--- config.mk ---
export PLATFORM = sky130hd
export DESIGN_NAME = axis_spi_slave
export DESIGN_NICKNAME = d
export VERILOG_FILES = /design/src/rtl/axis_spi_slave.sv
export SDC_FILE = /design/constraint.sdc
export NUM_CORES = 1
export LEC_CHECK = 0
export BUFFER_PORTS_ARGS = -buffer_cell sky130_fd_sc_hd__buf_2
export CORE_MARGIN = 5
export CORE_UTILIZATION = 35
export CTS_CLUSTER_DIAMETER = 60
export DETAILED_ROUTE_END_ITERATION = 8
export GPL_ROUTABILITY_DRIVEN = 0
export PLACE_DENSITY_LB_ADDON = 0.3
export SLEW_MARGIN = 20
export SYNTH_ARGS = -nofsm -noshare
export SYNTH_HDL_FRONTEND = slang
export SYNTH_SLANG_ARGS = --single-unit
--- constraint.sdc ---
create_clock -name clk_i -period 1.7 [get_ports clk_i]
set_input_delay 0.17 -clock clk_i [delete_from_list [all_inputs] [get_ports clk_i]]
set_output_delay 0.17 -clock clk_i [all_outputs]
set_load 0.01 [all_outputs]
--- src/rtl/axis_spi_slave.sv ---
// SPI slave endpoint: oversamples the SPI pins on clk_i, delivers received words on an
// AXI-Stream master port and serialises AXI-Stream slave words back onto MISO.
module axis_spi_slave #(
    parameter int unsigned SPI_MODE   = 1,
    parameter int unsigned DATA_WIDTH = 8
) (
    input  logic                  clk_i,
    input  logic                  rst_i,
    input  logic                  spi_clk_i,
    input  logic                  spi_cs_i,
    input  logic                  spi_mosi_i,
    output logic                  spi_miso_o,
    input  logic [DATA_WIDTH-1:0] s_axis_tdata_i,
    input  logic                  s_axis_tvalid_i,
    output logic                  s_axis_tready_o,
    output logic [DATA_WIDTH-1:0] m_axis_tdata_o,
    output logic                  m_axis_tvalid_o,
    output logic                  m_axis_tlast_o,
    input  logic                  m_axis_tready_i,
    output logic                  underrun_o,
    output logic                  overrun_o,
    output logic                  frame_err_o
);

    localparam int unsigned    CNT_W    = $clog2(DATA_WIDTH);
    localparam logic           CPOL     = 1'(SPI_MODE >> 1);
    localparam logic           CPHA     = 1'(SPI_MODE);
    localparam logic [CNT_W-1:0] LAST_BIT = CNT_W'(DATA_WIDTH - 1);

    typedef enum logic {ST_IDLE, ST_ACTIVE} state_e;

    state_e                 state_q, state_d;
    logic [2:0]             sclk_q, cs_q;
    logic [1:0]             mosi_q;
    logic [1:0]             settle_q;
    logic                   arm_q, arm_d;
    logic                   sample_q, shift_q, cs_fall_q, cs_rise_q;
    logic [CNT_W-1:0]       bit_cnt_q, bit_cnt_d;
    logic [DATA_WIDTH-1:0]  rx_q, rx_d, pend_q, pend_d, tx_q, tx_d, m_data_q, m_data_d;
    logic                   pend_vld_q, pend_vld_d;
    logic                   miso_q, miso_d, load_q, load_d;
    logic                   m_valid_q, m_valid_d, m_last_q, m_last_d;
    logic                   underrun_q, underrun_d, overrun_q, overrun_d, ferr_q, ferr_d;

    logic                   lead_c, trail_c;
    logic                   present, present_last;
    logic [DATA_WIDTH-1:0]  word;

    // Edges seen on the synchronised SCLK relative to its idle level.
    assign lead_c  = (sclk_q[2] == CPOL) && (sclk_q[1] != CPOL);
    assign trail_c = (sclk_q[2] != CPOL) && (sclk_q[1] == CPOL);

    // A CS fall is only trusted once CS has been seen high after reset, so a
    // frame interrupted by reset is never picked up half way.
    always_comb begin
        state_d      = state_q;
        arm_d        = arm_q;
        bit_cnt_d    = bit_cnt_q;
        rx_d         = rx_q;
        pend_d       = pend_q;
        pend_vld_d   = pend_vld_q;
        tx_d         = tx_q;
        miso_d       = miso_q;
        load_d       = 1'b0;
        m_data_d     = m_data_q;
        m_valid_d    = m_valid_q;
        m_last_d     = m_last_q;
        underrun_d   = 1'b0;
        overrun_d    = 1'b0;
        ferr_d       = 1'b0;
        present      = 1'b0;
        present_last = 1'b0;
        word         = '0;

        if (settle_q[1] && cs_q[1]) arm_d = 1'b1;
        if (m_valid_q && m_axis_tready_i) m_valid_d = 1'b0;

        if (load_q) begin
            if (s_axis_tvalid_i) begin
                word = s_axis_tdata_i;
            end else begin
                underrun_d = 1'b1;
            end
            if (CPHA) begin
                tx_d = word;
            end else begin
                miso_d = word[DATA_WIDTH-1];
                tx_d   = {word[DATA_WIDTH-2:0], 1'b0};
            end
        end

        case (state_q)
            ST_IDLE: begin
                if (cs_fall_q && arm_q) begin
                    state_d    = ST_ACTIVE;
                    load_d     = 1'b1;
                    bit_cnt_d  = '0;
                    rx_d       = '0;
                    pend_vld_d = 1'b0;
                end
            end
            ST_ACTIVE: begin
                if (cs_rise_q) begin
                    state_d   = ST_IDLE;
                    bit_cnt_d = '0;
                    if (bit_cnt_q != '0) ferr_d = 1'b1;
                    if (pend_vld_q) begin
                        present      = 1'b1;
                        present_last = 1'b1;
                        pend_vld_d   = 1'b0;
                    end
                end else begin
                    if (sample_q) begin
                        if (pend_vld_q) begin
                            present    = 1'b1;
                            pend_vld_d = 1'b0;
                        end
                        rx_d = {rx_q[DATA_WIDTH-2:0], mosi_q[1]};
                        if (bit_cnt_q == LAST_BIT) begin
                            bit_cnt_d  = '0;
                            pend_d     = rx_d;
                            pend_vld_d = 1'b1;
                            load_d     = 1'b1;
                        end else begin
                            bit_cnt_d = bit_cnt_q + CNT_W'(1);
                        end
                    end
                    // CPHA=0 already drove the MSB at load time; skip the shift edge between words.
                    if (shift_q && (CPHA || (bit_cnt_q != '0))) begin
                        miso_d = tx_q[DATA_WIDTH-1];
                        tx_d   = {tx_q[DATA_WIDTH-2:0], 1'b0};
                    end
                end
            end
            default: state_d = ST_IDLE;
        endcase

        if (present) begin
            if (m_valid_q && !m_axis_tready_i) begin
                overrun_d = 1'b1;
            end else begin
                m_data_d  = pend_q;
                m_last_d  = present_last;
                m_valid_d = 1'b1;
            end
        end
    end

    always_ff @(posedge clk_i) begin
        if (rst_i) begin
            state_q    <= ST_IDLE;
            sclk_q     <= {3{CPOL}};
            cs_q       <= 3'b111;
            mosi_q     <= '0;
            settle_q   <= '0;
            arm_q      <= 1'b0;
            sample_q   <= 1'b0;
            shift_q    <= 1'b0;
            cs_fall_q  <= 1'b0;
            cs_rise_q  <= 1'b0;
            bit_cnt_q  <= '0;
            rx_q       <= '0;
            pend_q     <= '0;
            pend_vld_q <= 1'b0;
            tx_q       <= '0;
            miso_q     <= 1'b0;
            load_q     <= 1'b0;
            m_data_q   <= '0;
            m_valid_q  <= 1'b0;
            m_last_q   <= 1'b0;
            underrun_q <= 1'b0;
            overrun_q  <= 1'b0;
            ferr_q     <= 1'b0;
        end else begin
            state_q    <= state_d;
            sclk_q     <= {sclk_q[1:0], spi_clk_i};
            cs_q       <= {cs_q[1:0], spi_cs_i};
            mosi_q     <= {mosi_q[0], spi_mosi_i};
            settle_q   <= {settle_q[0], 1'b1};
            arm_q      <= arm_d;
            sample_q   <= CPHA ? trail_c : lead_c;
            shift_q    <= CPHA ? lead_c : trail_c;
            cs_fall_q  <= cs_q[2] & ~cs_q[1];
            cs_rise_q  <= ~cs_q[2] & cs_q[1];
            bit_cnt_q  <= bit_cnt_d;
            rx_q       <= rx_d;
            pend_q     <= pend_d;
            pend_vld_q <= pend_vld_d;
            tx_q       <= tx_d;
            miso_q     <= miso_d;
            load_q     <= load_d;
            m_data_q   <= m_data_d;
            m_valid_q  <= m_valid_d;
            m_last_q   <= m_last_d;
            underrun_q <= underrun_d;
            overrun_q  <= overrun_d;
            ferr_q     <= ferr_d;
        end
    end

    assign spi_miso_o      = miso_q;
    assign s_axis_tready_o = load_q;
    assign m_axis_tdata_o  = m_data_q;
    assign m_axis_tvalid_o = m_valid_q;
    assign m_axis_tlast_o  = m_last_q;
    assign underrun_o      = underrun_q;
    assign overrun_o       = overrun_q;
    assign frame_err_o     = ferr_q;

endmodule

==> results of run 1 <==
power groups by stage:
stage	registers, mW	logic [mW]	clock network, mW
3_5_place_dp	1.41	0.0729	0
4_1_cts	1.38	0.0735	1.19
6_report	1.38	0.0716	1.14
5_1_grt	1.38	0.0806	1.26
2_1_floorplan	1.41	0.0466	0
3_3_place_gp	1.41	0.0727	0
sequential cells by signal, indices dropped and copies added, names as in the netlist, 2 cells and up:
register / flops
m_axis_tdata_o: 8
tx_q: 8
sclk_q: 3
cs_q: 3
settle_q: 2
rx_q: 7
pend_q: 8
bit_cnt_q: 3
mosi_q: 2
synthesized netlist by cell type (2+ instances only):
library cell  instances  area [um2]
buf_2                 4        20.0
nand2_1              35         131
nand3_1              14        70.1
inv_1                 4        15.0
dfxtp_1              58        1160
or2_2                 3        18.8
clkbuf_1              3        11.3
nand3b_2              2        22.5
buf_4                 3        22.5
and3b_1               2        17.5
a21oi_1              28         140
nor2_1                4        15.0
nor3_1                2        10.0
nor2b_1              16         100
ha_1                  3        37.5
buf_6                 5        56.3
nor3b_1               3        22.5
a31oi_1               8        50.1
a22o_1                2        17.5
mux2i_1               9        90.1
o21ai_0               7        35.0
routing by layer:
layer	wire length, um	vias up
met1	1860	743
li1	-	854
met4	54	0
met5	0	-
met2	1930	31
met3	251	9
stage by stage:
step,instance area (um2),setup WS (ps),total power [mW]
3_3_place_gp,2420,388,1.49
4_1_cts,2600,244,2.65
2_1_floorplan,2240,450,1.46
6_report,2600,272,2.59
5_1_grt,2600,153,2.73
3_5_place_dp,2420,328,1.49
worst max path at each step:
stage | start | endpoint
detailed placement | bit_cnt_q[0] | pend_q[5]
CTS | s_axis_tready_o | s_axis_tready_o
floorplan | bit_cnt_q[0] | pend_q[7]
finish | s_axis_tready_o | s_axis_tready_o
global placement | bit_cnt_q[0] | pend_q[1]
global route | bit_cnt_q[1] | pend_q[5]
cells by family (layout without fill, tap and decap cells):
family	Yosys count	in the layout	synth area share, %
adders and majority gates	3	3	1.67
and+or+nand+nor	93	93	23.5
buffers and inverters	21	55	5.91
AOI/OAI and AO/OA	50	50	13.1
DFF	58	58	51.8
muxes	9	9	4.02
layout make-up:
class | count | area, um2 | share of cell area, %
clock buffers | 14 | 173 | 6.63
repair buffers | 34 | 195 | 7.50
multi-input cells | 155 | 950 | 36.5
flip-flops and latches | 58 | 1160 | 44.6
inverters | 5 | 18.8 | 0.721
clock inverters | 2 | 10.0 | 0.384
well taps | 77 | 96.3 | 3.70
==> out/metrics.cfg, run 1 <==
[run]
maxCapViolations=0

[clock_tree]
numCtsBuffers=9
clockBufferDepth=2
htreeDepth=3
clk_latency_ps=330
ctsHoldBuffers=0
post-cts-setup-buffer-count=0
root_buffer=clkbuf_8
tritoncts=built
ctsResizeCount=0
cts.sinks=58
path_clk_slew_ps=60

[global_routing]
grt_pass1_wl_mm=7.31
use_met3_pct=5.84
top_usage_layer=met2
grt_pass1_vias=1627
antenna_found_initial=0
grt_overflow=0
gr-usage-met2_pct=18.0
grtUsageTotal_pct=11.2
use_met1_pct=12.5
grt_max_degree=28

[worst_setup_path]
path_class=reg2out
critPathArrivalTime_ps=1260
critical-path-top-delay-family=flip-flops
critPathSlowestCell=dfxtp_1
worstReg2RegEnd=pend_q[1]
worst-path-buf-inv=1
cp_data_required_time_ps=1530
rrSetupSlack_ps=320
crit_path_start_kind=flop
cp_max_fo=18
worstSetupEndpointType=output port
path_cells=buf_2
r2r_start=bit_cnt_q[0]
path_depth=1
cpPeakStageDelay_ps=680
reg2reg_depth=5

[worst_hold_path]
hp-class=in2reg
min_to=cs_q[0]
min-delay-start=spi_cs_i
hold_path_depth=2

[yosys]
avgSynthCellArea_um2=9.59
synth_edf_count=0
ys_seq_area_share_pct=51.8
synth_cell_types=40
synth_area_um2=2240
synth-warning-count=0
synth_flop_cell=dfxtp_1
netlist_instances=234
synth_nets=252
async_reset_ff_share_pct=0
synth-seq-cells=58

[routing]
antenna_left=0
drt_iter0_drc=76
via_count=1637
avgViaCountPerCell=4.74
drtPass1Iterations=4
drc=0
totalWireLength_mm=4.10
wire_per_inst_um=11.9

[layout]
drive_gt1_share_pct=23.5
fin_util_pct=41.5
fin_cells=345
diodes=0
mostFrequentLayoutCells=dfxtp_1, nand2_1, buf_2
area_growth_pct=16.1
nFillCells=635
final_nets=281
final_common_cell=dfxtp_1

[floorplan]
rows=29
io_pins=30
core_area_um2=6280
die_area_um2=8110
initial_utilization_pct=35.7
chipWidth_um=90.1
die_h_um=90.1

[power]
switching_power_mw=0.544
swShare_pct=21.0
power_frac_seq_pct=53.3
p_leak_nw=1.06
p_comb_share_pct=2.8
power.internal_mw=2.05
power_density_nw_per_um2=996
irDropWorstVdd_mv=0.605
power_frac_clock_pct=43.9

[sta]
max_freq_mhz=700
grt_setup_unrepaired=false
period_needed_ps=1430
slew_headroom_pct=61.6
finalSetupTns_ps=0
finalSetupViolCount=0
fin_crit_sh_pct=84.0
finalClockSkew_ps=5.61
finalMaxSlewViolations=0
tightest_slew_ps=576
hold_slack_ps=26.7
hold_viol_final=0

[place]
port_buffers=29
dp_hpwl_mm=2.79
placed_cells=329

[run_status]
status=finished clean

No activity file was read; power rests on OpenSTA's default activity.
==> inputs of run 2 (changes only) <==
- clock period: 1.7 -> 1.4 ns (I/O delays scaled with it)
==> run 2 against run 1 <==
Design area grew 3.1%; core utilization grew 1.3 points; sequential cell count unchanged; via count is 1.7% higher; die area did not move; register-to-register slack got worse by 220 ps; setup slack worse by 170 ps; first-iteration DRC count decreased by 24%; non-clock buffer count rose by 6; sequential power up 22%; critical path type is now reg2reg; largest power group unchanged; clock-buffer cell count is the same; critical path depth increased by 4.
==> out/metrics.cfg, run 2 (synthesis gave the netlist of run 1 again) <==
[run_status]
status=finished clean

[clock_tree]
cts.sinks=58  ; unchanged
clockBufferDepth=2  ; unchanged
path_clk_slew_ps=60  ; about the same
root_buffer=clkbuf_8
clk_latency_ps=340  ; about the same
post-cts-setup-buffer-count=0  ; unchanged
tritoncts=built
htreeDepth=3  ; unchanged
numCtsBuffers=9  ; unchanged

[layout]
drive_gt1_share_pct=26.3  ; +2.8 points
final_nets=287  ; +2.1%
fin_util_pct=42.8  ; +1.3 points
final_common_cell=dfxtp_1
diodes=0  ; unchanged
mostFrequentLayoutCells=dfxtp_1, nand2_1, buf_2
area_growth_pct=19.6

[sta]
period_needed_ps=1300
finalSetupTns_ps=0  ; unchanged
slew_headroom_pct=75.9  ; +14 points
max_freq_mhz=771
finalSetupViolCount=0  ; unchanged
hold_viol_final=0  ; unchanged
finalMaxSlewViolations=0  ; unchanged
fin_crit_sh_pct=92.6
hold_slack_ps=41.2  ; +14.5 ps
tightest_slew_ps=361  ; -214 ps
finalClockSkew_ps=5.87  ; +0.259 ps

[worst_hold_path]
hold_path_depth=2  ; unchanged
min-delay-start=rst_i
hp-class=in2reg
min_to=arm_q

[floorplan]
rows=29  ; unchanged
chipWidth_um=90.1  ; unchanged
io_pins=30  ; unchanged
core_area_um2=6280  ; unchanged
initial_utilization_pct=35.7  ; unchanged
die_area_um2=8110  ; unchanged
die_h_um=90.1  ; unchanged

[power]
irDropWorstVdd_mv=0.726  ; +20%
power_frac_seq_pct=53.0  ; -0.3 points
power_density_nw_per_um2=1180  ; +19%
power_mw=3.17  ; +22%
swShare_pct=21.3  ; +0.35 points
switching_power_mw=0.676  ; +24%
power_frac_clock_pct=44.1  ; +0.2 points
p_comb_share_pct=2.9  ; about the same
power.internal_mw=2.49  ; +22%
p_leak_nw=1.10  ; +3.9%

[run]
maxCapViolations=0  ; unchanged

[routing]
via_count=1665  ; +1.7%
drtPass1Iterations=5  ; +1
totalWireLength_mm=4.15  ; +1.1%
avgViaCountPerCell=4.74  ; about the same
antenna_left=0  ; unchanged
drc=0  ; unchanged
wire_per_inst_um=11.8  ; -0.63%
drt_iter0_drc=58  ; -24%

[global_routing]
grt_overflow=0  ; unchanged
grt_pass1_vias=1635  ; +0.49%
grtUsageTotal_pct=11.3  ; +0.18 points
grt_max_degree=28  ; unchanged
grt_pass1_wl_mm=7.46  ; +2.1%
antenna_found_initial=0  ; unchanged

[worst_setup_path]
cp_data_required_time_ps=1670  ; +140 ps
critPathArrivalTime_ps=1570  ; +310 ps
cp_max_fo=8  ; -10
rrSetupSlack_ps=100  ; -220 ps
r2r_start=bit_cnt_q[0]
reg2reg_depth=5  ; unchanged
worstSetupEndpointType=flop
crit_path_start_kind=flop
path_class=reg2reg
worstReg2RegEnd=pend_q[0]

[place]
port_buffers=29  ; unchanged
dp_hpwl_mm=2.70  ; -3.3%

## run 2: worst max-delay path by stage
| stage | startpoint | end | slack, ps | cells past startpoint |
|---|---|---|---|---|
| 3_5_place_dp | bit_cnt_q[0] | pend_q[0] | -2 | 5 |
| 5_1_grt | bit_cnt_q[0] | pend_q[1] | -10 | 5 |
| 6_report | bit_cnt_q[0] | pend_q[0] | 100 | 5 |
| 4_1_cts | state_q | bit_cnt_q[1] | 50 | 4 |
| 2_1_floorplan | bit_cnt_q[0] | pend_q[7] | 150 | 6 |
| 3_3_place_gp | state_q | bit_cnt_q[1] | 70 | 4 |
## run 2: critical path, stage by stage (launching register included)
cell	delay (ps)
dfxtp_2	340
ha_1	200
ha_4	160
and4b_2	320
nand2_1	90
a21oi_1	110
## run 2: timing repair
| action | 4_1_cts | 5_1_grt |
|---|---|---|
| hold buffers | 3 | 0 |
| gates cloned | 0 | 0 |
| endpoints found under the setup margin | 1 | 25 |
| endpoints found under the hold margin | 3 | 0 |
| resized for setup | 1 | 7 |
## run 2: power by group through the flow
stage,Combinational [mW],Sequential (mW),Clock [mW]
finish,0.0918,1.68,1.40
global placement,0.0858,1.72,0
detailed placement,0.0862,1.72,0
global route,0.105,1.68,1.55
CTS,0.0929,1.68,1.45
floorplan,0.0566,1.71,0
## run 2: final cells by class
type	count	area [um2]
flip-flops and latches	58	1170
clock inverters	2	10.0
clock buffers	14	173
multi-input cells	155	972
inverters	5	18.8
repair buffers	40	248
well taps	77	96.3
fillers	620	3590
## run 2: per-stage QoR
| step | worst slack [ps] | instances | cell area [um2] |
|---|---|---|---|
| after floorplan | 150 | 234 | 2240 |
| after global routing | -12.0 | 351 | 2680 |
| after global placement | 67.0 | 332 | 2440 |
| after detailed placement | -1.54 | 332 | 2440 |
| after CTS | 46.6 | 351 | 2660 |
| final | 103 | 351 | 2680 |
## run 2: routing by layer
metal | wire length, um | vias to the layer above | track usage [%]
met2 | 1820 | 33 | 17.6
met5 | 0 | - | 0
met4 | 74 | 0 | 4.84
met1 | 1970 | 753 | 13.0
li1 | - | 870 | -
met3 | 285 | 9 | 6.01
